File: config.mk
export PLATFORM = sky130hd
export DESIGN_NAME = fetch_buffer
export DESIGN_NICKNAME = d
export VERILOG_FILES = /design/src/rtl/fetch_pkg.sv /design/src/rtl/fetch_buf_ptr.sv /design/src/rtl/fetch_buffer.sv
export SDC_FILE = /design/constraint.sdc
export NUM_CORES = 1
export LEC_CHECK = 0
export ABC_AREA = 1
export BUFFER_PORTS_ARGS = -buffer_cell sky130_fd_sc_hd__buf_2
export CORE_MARGIN = 2
export CORE_UTILIZATION = 40
export CTS_CLUSTER_DIAMETER = 80
export CTS_CLUSTER_SIZE = 30
export DETAILED_ROUTE_END_ITERATION = 8
export GPL_ROUTABILITY_DRIVEN = 0
export PLACE_DENSITY_LB_ADDON = 0.08
export SYNTH_ARGS = -nofsm -noshare
export SYNTH_HDL_FRONTEND = slang
export SYNTH_SLANG_ARGS = --single-unit
File: constraint.sdc
create_clock -name clk -period 1.8 [get_ports clk]
set_input_delay 0.36 -clock clk [delete_from_list [all_inputs] [get_ports clk]]
set_output_delay 0.36 -clock clk [all_outputs]
set_load 0.005 [all_outputs]
File: src/rtl/fetch_pkg.sv
// Shared widths and entry type for the instruction fetch buffer.
package fetch_pkg;

   localparam int PC_W    = 8;
   localparam int INSTR_W = 9;

   typedef struct packed {
      logic [PC_W-1:0]    pc;
      logic [INSTR_W-1:0] instr;
   } fetch_entry_t;

endpackage

File: src/rtl/fetch_buf_ptr.sv
// Circular-buffer pointer with an extra wrap bit; clr has priority over inc.
module fetch_buf_ptr #(
   parameter int AW = 1
) (
   input  logic        clk,
   input  logic        reset_n,
   input  logic        inc,
   input  logic        clr,
   output logic [AW:0] ptr
);

   localparam logic [AW:0] ONE = {{AW{1'b0}}, 1'b1};

   always_ff @(posedge clk or negedge reset_n) begin
      if (!reset_n) begin
         ptr <= '0;
      end else if (clr) begin
         ptr <= '0;
      end else if (inc) begin
         ptr <= ptr + ONE;
      end
   end

endmodule

File: src/rtl/fetch_buffer.sv
// Instruction fetch FIFO between PC/ROM and decode; full_o feeds PC Halt.
// Optional FETCH_BUF_BYPASS_EN: empty-buffer pass-through with zero latency.
module fetch_buffer
   import fetch_pkg::*;
#(
   parameter int DEPTH   = 2,
   parameter int PC_W    = fetch_pkg::PC_W,
   parameter int INSTR_W = fetch_pkg::INSTR_W
) (
   input  logic                     clk,
   input  logic                     reset_n,
   input  logic                     fetch_valid,
   input  logic [PC_W-1:0]          pc_i,
   input  logic [INSTR_W-1:0]       instr_i,
   input  logic                     flush,
   input  logic                     deq_ready,
   output logic                     valid_o,
   output logic [PC_W-1:0]          pc_o,
   output logic [INSTR_W-1:0]       instr_o,
   output logic                     full_o,
   output logic [$clog2(DEPTH):0]   count_o
);

   localparam int AW = $clog2(DEPTH);

   typedef struct packed {
      logic [PC_W-1:0]    pc;
      logic [INSTR_W-1:0] instr;
   } entry_t;

   entry_t        mem [DEPTH];
   logic [AW:0]   rd_ptr;
   logic [AW:0]   wr_ptr;
   logic [AW-1:0] rd_idx;
   logic [AW-1:0] wr_idx;
   logic          empty;
   logic          full;
   logic          bypass;
   logic          enq;
   logic          deq;

   assign rd_idx = rd_ptr[AW-1:0];
   assign wr_idx = wr_ptr[AW-1:0];

   // Flags come from pointer registers only, so Halt has no path from inputs.
   assign empty = (rd_ptr == wr_ptr);
   assign full  = (rd_idx == wr_idx) && (rd_ptr[AW] != wr_ptr[AW]);

`ifdef FETCH_BUF_BYPASS_EN
   assign bypass = empty & fetch_valid & ~flush & deq_ready;
`else
   assign bypass = 1'b0;
`endif

   assign enq = fetch_valid & ~full & ~flush & ~bypass;
   assign deq = ~empty & deq_ready & ~flush;

   fetch_buf_ptr #(.AW(AW)) u_rd_ptr (
      .clk     (clk),
      .reset_n (reset_n),
      .inc     (deq),
      .clr     (flush),
      .ptr     (rd_ptr)
   );

   fetch_buf_ptr #(.AW(AW)) u_wr_ptr (
      .clk     (clk),
      .reset_n (reset_n),
      .inc     (enq),
      .clr     (flush),
      .ptr     (wr_ptr)
   );

   always_ff @(posedge clk or negedge reset_n) begin
      if (!reset_n) begin
         for (int i = 0; i < DEPTH; i++) begin
            mem[i] <= '0;
         end
      end else if (enq) begin
         mem[wr_idx] <= '{pc: pc_i, instr: instr_i};
      end
   end

   always_comb begin
      valid_o = ~empty;
      pc_o    = mem[rd_idx].pc;
      instr_o = mem[rd_idx].instr;
      if (bypass) begin
         valid_o = 1'b1;
         pc_o    = pc_i;
         instr_o = instr_i;
      end
   end

   assign full_o  = full;
   assign count_o = wr_ptr - rd_ptr;

endmodule

==> flow_metrics.tcl, run 1 <==
set metrics [dict create \
    status "completed" \
    synthFlopType "dfrtp_1" \
    root_buffer "clkbuf_8" \
    final.setup.worst_slack_ns 0.0644 \
    mappedNetlistArea_mm2 0.00201 \
    clk_latency_ns 0.29 \
    yosysSeqAreaShare_pct 47.3 \
    r2r_start "u_wr_ptr.ptr[0]" \
    drt_wl_total_um 4970 \
    critPathLaunch "u_rd_ptr.ptr[0]" \
    finClkSkew_ns 0.00544 \
    placed_area_mm2 0.00225 \
    cp_max_fo 11 \
    worstMarginPinSlew_ns 0.438 \
    numCtsBuffers 5 \
    post-place-ws_ns 0.0874 \
    dr.pass1.iters 4 \
    cts_num_sinks 38 \
    initial_core_util_pct 42.0 \
    antenna_found_initial 0 \
    start_kind "flop" \
    io-pin-count 43 \
    crit_slowest_cell "dfrtp_2" \
    wl_per_cell_um 13.7 \
    p_total_w 0.00303 \
    timing_hold_violations_final 0 \
    cp_slowest_stage_delay_ns 0.45 \
    synth_warnings 0 \
    die_x_um 74.9 \
    hold_path.class "in2reg" \
    die_h_um 74.9 \
    fin_cells 364 \
    synthCells 247 \
    clockBufferDepth 2 \
    num_rows 25 \
    final_cell_mix "122 x nand2_1, 42 x buf_2, 37 x nand4_1, 37 x dfrtp_1, 12 x buf_4" \
    powerDensity_mw_per_mm2 1250 \
    cap_violations 0 \
    layout_commonest_cell "nand2_1" \
    synth_edf_count 0 \
    setup_viol 0 \
    drive_gt1_share_pct 28.6 \
    slew_headroom_pct 70.8 \
    period_needed_ns 1.74 \
    max_freq_ghz 0.576 \
    rsz0062_at_grt "true" \
    fin_area_mm2 0.00243 \
    dp_hpwl_um 3220 \
    ir_drop_mv 0.456 \
    diodes 0 \
    syn-num-nets 270 \
    min_from "instr_i[1]" \
    htreeDepth 2 \
    cts_tree "yes" \
    grt_pass1_wl_um 8090 \
    grt.overflow.total 0 \
    cpMostUsedCell "nand2_1" \
    viasPerCell 4.94 \
    avgSynthCellArea_um2 8.14 \
    n_fill_cell 513 \
    grt_max_degree 22 \
    area_delta_synth_final_pct 20.9 \
    vias 1797 \
    grt_usage_pct 19.3 \
    drc 0 \
    cp_cell_sequence "buf_12 > clkinv_1 > buf_4 > nand2_1 > nand2_1 > buf_2" \
    placed_cells 351 \
    required_ns 1.44 \
    arrival_ns 1.38 \
    async_reset_ff_share_pct 100 \
    maxSlewViolCount 0 \
    final.setup.tns_ns 0 \
    ys_ff_latch 38 \
    total_leakage_power_nw 1.36 \
    clkTransAtPathRegs_ns 0.07 \
    core_mm2 0.00479 \
    yosysUniqueCellTypes 20 \
    worstSetupPathType "reg2out" \
    final_nets 319 \
    period_share_pct 96.4 \
    numPortBuffers 42 \
    endpoint_kind "output port" \
    grt_pass1_vias 1697 \
    dieArea_mm2 0.00561 \
    drt_iter0_markers 54 \
    ant_nets 0 \
]
-- state kept, by name (all words and copies together) (netlist names) --
name,count
u_wr_ptr.ptr,2
mem,34
u_rd_ptr.ptr,2
-- metrics by stage --
| step | hold WS [ns] | utilization [%] |
|---|---|---|
| after floorplan | 0.0644 | - |
| after global placement | 0.269 | 47.1 |
| after detailed placement | 0.269 | 47.1 |
| after CTS | 0.320 | 49.8 |
| after global routing | 0.319 | 50.8 |
| final | 0.328 | 50.8 |
-- critical path: cells and delay by family, from the launching register on --
family	cells	cell delay [ns]
buffers and inverters	4	0.49
AND/OR/NAND/NOR	2	0.13
flip-flops	1	0.45
-- power breakdown --
part / internal (W) / switching (W) / leakage [nW] / total [W]
combinational: 0.000492 / 0.000599 / 0.836 / 0.00109
clock: 0.000308 / 0.000312 / 0.0472 / 0.000620
sequential: 0.00114 / 0.000175 / 0.477 / 0.00132
-- per-layer routing --
layer,vias up,routed length [µm],track usage (%)
li1,908,-,-
met1,847,2240,24.2
met2,37,2480,33.2
met3,5,194,4.55
met4,0,57,5.36
met5,-,0,0
-- area by class of cell --
cell class / instances / area (µm²) / share of cell area [%]
Sequential cell: 38 / 952 / 39.2
Tap cell: 67 / 83.8 / 3.45
Timing Repair Buffer: 57 / 355 / 14.6
Clock inverter: 2 / 12.5 / 0.515
Multi-Input combinational cell: 185 / 911 / 37.5
Clock buffer: 6 / 82.6 / 3.40
Inverter: 9 / 33.8 / 1.39
-- worst paths after layout --
path                              endpoint  cells after the start  slack, ns
max                             instr_o[4]                      6       0.06
max in group asynchronous  u_rd_ptr.ptr[0]                      3       0.80
max reg2reg                         mem[2]                      7       0.17
min reg2reg                        mem[16]                      2       0.47
min in group asynchronous           mem[1]                      2       0.49
min                                mem[18]                      3       0.33
-- cell usage after synthesis, types with 3 or more instances --
| master | n | area share (%) |
|---|---|---|
| buf_2 | 8 | 2.0 |
| buf_8 | 3 | 2.2 |
| dfrtp_1 | 38 | 47 |
| inv_1 | 5 | 0.93 |
| inv_2 | 3 | 0.56 |
| nand2_1 | 122 | 23 |
| nand2_2 | 11 | 3.4 |
| nand3_1 | 4 | 1.0 |
| nand3_4 | 3 | 2.6 |
| nand4_1 | 37 | 12 |
| nor2_1 | 4 | 0.75 |
-- cells by family (layout without fill, tap and decap cells) --
group	Yosys count	count (layout)	share of synthesized area [%]
DFF	38	38	47.3
and+or+nand+nor	183	183	43.6
adders and majority gates	1	1	0.622
buffers and inverters	24	74	8.03
xor gates and xnor gates	1	1	0.436
-- repair_timing --
action / 4_1_cts / 5_1_grt
setup buffers: 2 / 1
resized for setup: 3 / 2
pin swaps: 1 / 0
hold endpoints to repair: 11 / 0
cloned: 0 / 1
hold buffers: 1 / 0
setup endpoints to repair: 19 / 20
Power figures use the tool's default switching activity.
==> run 2: changes to the inputs <==
--- a/config.mk
+++ b/config.mk
@@ -14,6 +14,8 @@
 export DETAILED_ROUTE_END_ITERATION = 8
 export GPL_ROUTABILITY_DRIVEN = 0
 export PLACE_DENSITY_LB_ADDON = 0.08
+export SKIP_CTS_REPAIR_TIMING = 1
 export SYNTH_ARGS = -nofsm -noshare
 export SYNTH_HDL_FRONTEND = slang
 export SYNTH_SLANG_ARGS = --single-unit
+export TNS_END_PERCENT = 20
==> constraint.sdc (replaced) <==
create_clock -name clk -period 1.8 [get_ports clk]
set_input_delay 0.54 -clock clk [delete_from_list [all_inputs] [get_ports clk]]
set_output_delay 0.54 -clock clk [all_outputs]
set_load 0.005 [all_outputs]
==> flow_metrics.tcl, run 2 (synthesis results as in run 1) <==
set metrics [dict create \
    cts_tree "yes" \
    final_cell_mix "120 x nand2_1, 40 x buf_2, 37 x nand4_1" \
    maxSlewViolCount 0 \
    cap_violations 0 \
    reg_top3 "mem x34, u_rd_ptr.ptr x2, u_wr_ptr.ptr x2" \
    io-pin-count 43 \
    cpMostUsedCell "inv_2" \
    die_x_um 74.9 \
    largest_register "mem" \
    grt.overflow.total 0 \
    period_needed_ns 1.80 \
    finClkSkew_ns 0.00162 \
    topRoutingLayerUsed "met4" \
    cell_internal_pwr_w 0.00211 \
    dieArea_mm2 0.00561 \
    antenna_found_initial 0 \
    layout_commonest_cell "nand2_1" \
    finish.utilization_pct 51.9 \
    dr_wl_met3_um 193 \
    drc 0 \
    worstSetupPathType "reg2out" \
    required_ns 1.26 \
    wl_met2_um 2310 \
    grt_usage_pct 18.8 \
    root_buffer "clkbuf_8" \
    hold_path.class "in2async" \
    timing_hold_violations_final 0 \
    final.setup.tns_ns -0.00308 \
    htreeDepth 2 \
    comb_power_share_pct 35.4 \
    pwr-share-clk_pct 23.2 \
    slew_headroom_pct 67.1 \
    cts_num_sinks 38 \
    clk_latency_ns 0.28 \
    clkTransAtPathRegs_ns 0.07 \
    violations "negative setup slack" \
    grt_pass1_vias 1596 \
    area_delta_synth_final_pct 23.5 \
    grt_max_degree 39 \
    viasPerCell 4.83 \
    core_mm2 0.00479 \
    powerDensity_mw_per_mm2 1280 \
    status "complete, but fails checks" \
    wl_met1_um 2150 \
    max_freq_ghz 0.555 \
    ant_nets 0 \
    largest_reg_flops 34 \
    clockBufferDepth 2 \
    period_share_pct 100 \
    endpoint_kind "output port" \
    numCtsBuffers 5 \
    netSwitchingFraction_pct 33.7 \
    n_fill_cell 496 \
    wl_per_cell_um 12.8 \
    arrival_ns 1.26 \
    cp_cell_sequence "inv_2 > ha_4 > nand3_4 > inv_2 > buf_6" \
    diodes 0 \
    ir_drop_mv 0.501 \
    start_kind "flop" \
    crit_slowest_cell "dfrtp_1" \
    worstMarginPinSlew_ns 0.493 \
    numPortBuffers 42 \
    cp_slowest_stage_delay_ns 0.39 \
    initial_core_util_pct 42.0 \
    final.setup.worst_slack_ns -0.00308 \
    dr.pass1.iters 4 \
    drive_gt1_share_pct 31.7 \
    p_seq_share_pct 41.3 \
    grt_pass1_wl_um 7910 \
    num_rows 25 \
    total_leakage_power_nw 1.39 \
    final_nets 323 \
    drt_wl_total_um 4700 \
    rsz0062_at_grt "true" \
    cp_max_fo 3 \
    dp_hpwl_um 3080 \
    die_h_um 74.9 \
    setup_viol 1 \
    drt_iter0_markers 96 \
    vias 1774 \
    post-place-ws_ns 0.233 \
    p_switching_w 0.00107 \
]
## run 2: through the flow
step                      std cells  area (µm²)  power (W)  hold WS (ns)
final                           367        2480    0.00318         0.281
after global routing            367        2480    0.00345         0.321
after CTS                       360        2390    0.00313         0.310
after detailed placement        353        2280    0.00238         0.458
after global placement          353        2280    0.00236         0.454
after floorplan                 247        2020    0.00200         0.244
## run 2: cell type report
cell class	instances	area, µm²	area share [%]
Tap cell	67	83.8	3.38
Clock buffer	6	82.6	3.33
Inverter	9	33.8	1.36
Multi-Input combinational cell	185	928	37.4
Timing Repair Buffer	61	369	14.9
Sequential cell	38	955	38.5
Clock inverter	1	30.0	1.21
## run 2: power groups by stage
stage	registers [W]	logic (W)	clock network (W)
2_1_floorplan	0.00130	0.000706	0
4_1_cts	0.00131	0.00105	0.000761
6_report	0.00131	0.00113	0.000738
3_3_place_gp	0.00132	0.00103	0
3_5_place_dp	0.00133	0.00105	0
5_1_grt	0.00135	0.00129	0.000804
## run 2: worst max-delay path, delay by kind of cell (launching register included)
kind | cells | cell delay, ns
flip-flops | 1 | 0.39
buffers and inverters | 3 | 0.27
adder cells (fa/ha/maj) | 1 | 0.24
AND/OR/NAND/NOR | 1 | 0.07
## run 2: final timing paths
check,depth (start not counted),start,endpoint,slack (ns)
min,2,reset_n,mem[1],0.28
min in group clk,2,mem[18],mem[18],0.47
max,5,u_wr_ptr.ptr[0],full_o,-0.003
max in group asynchronous,2,reset_n,u_rd_ptr.ptr[1],1.13
max reg2reg,7,u_wr_ptr.ptr[0],mem[1],0.26
min reg2reg,2,mem[18],mem[18],0.47
## run 2: routing by layer
metal / vias to the layer above / global-route usage [%]
li1: 909 / -
met1: 814 / 25.8
met2: 45 / 29.7
met3: 6 / 4.42
met4: 0 / 5.36
met5: - / 0
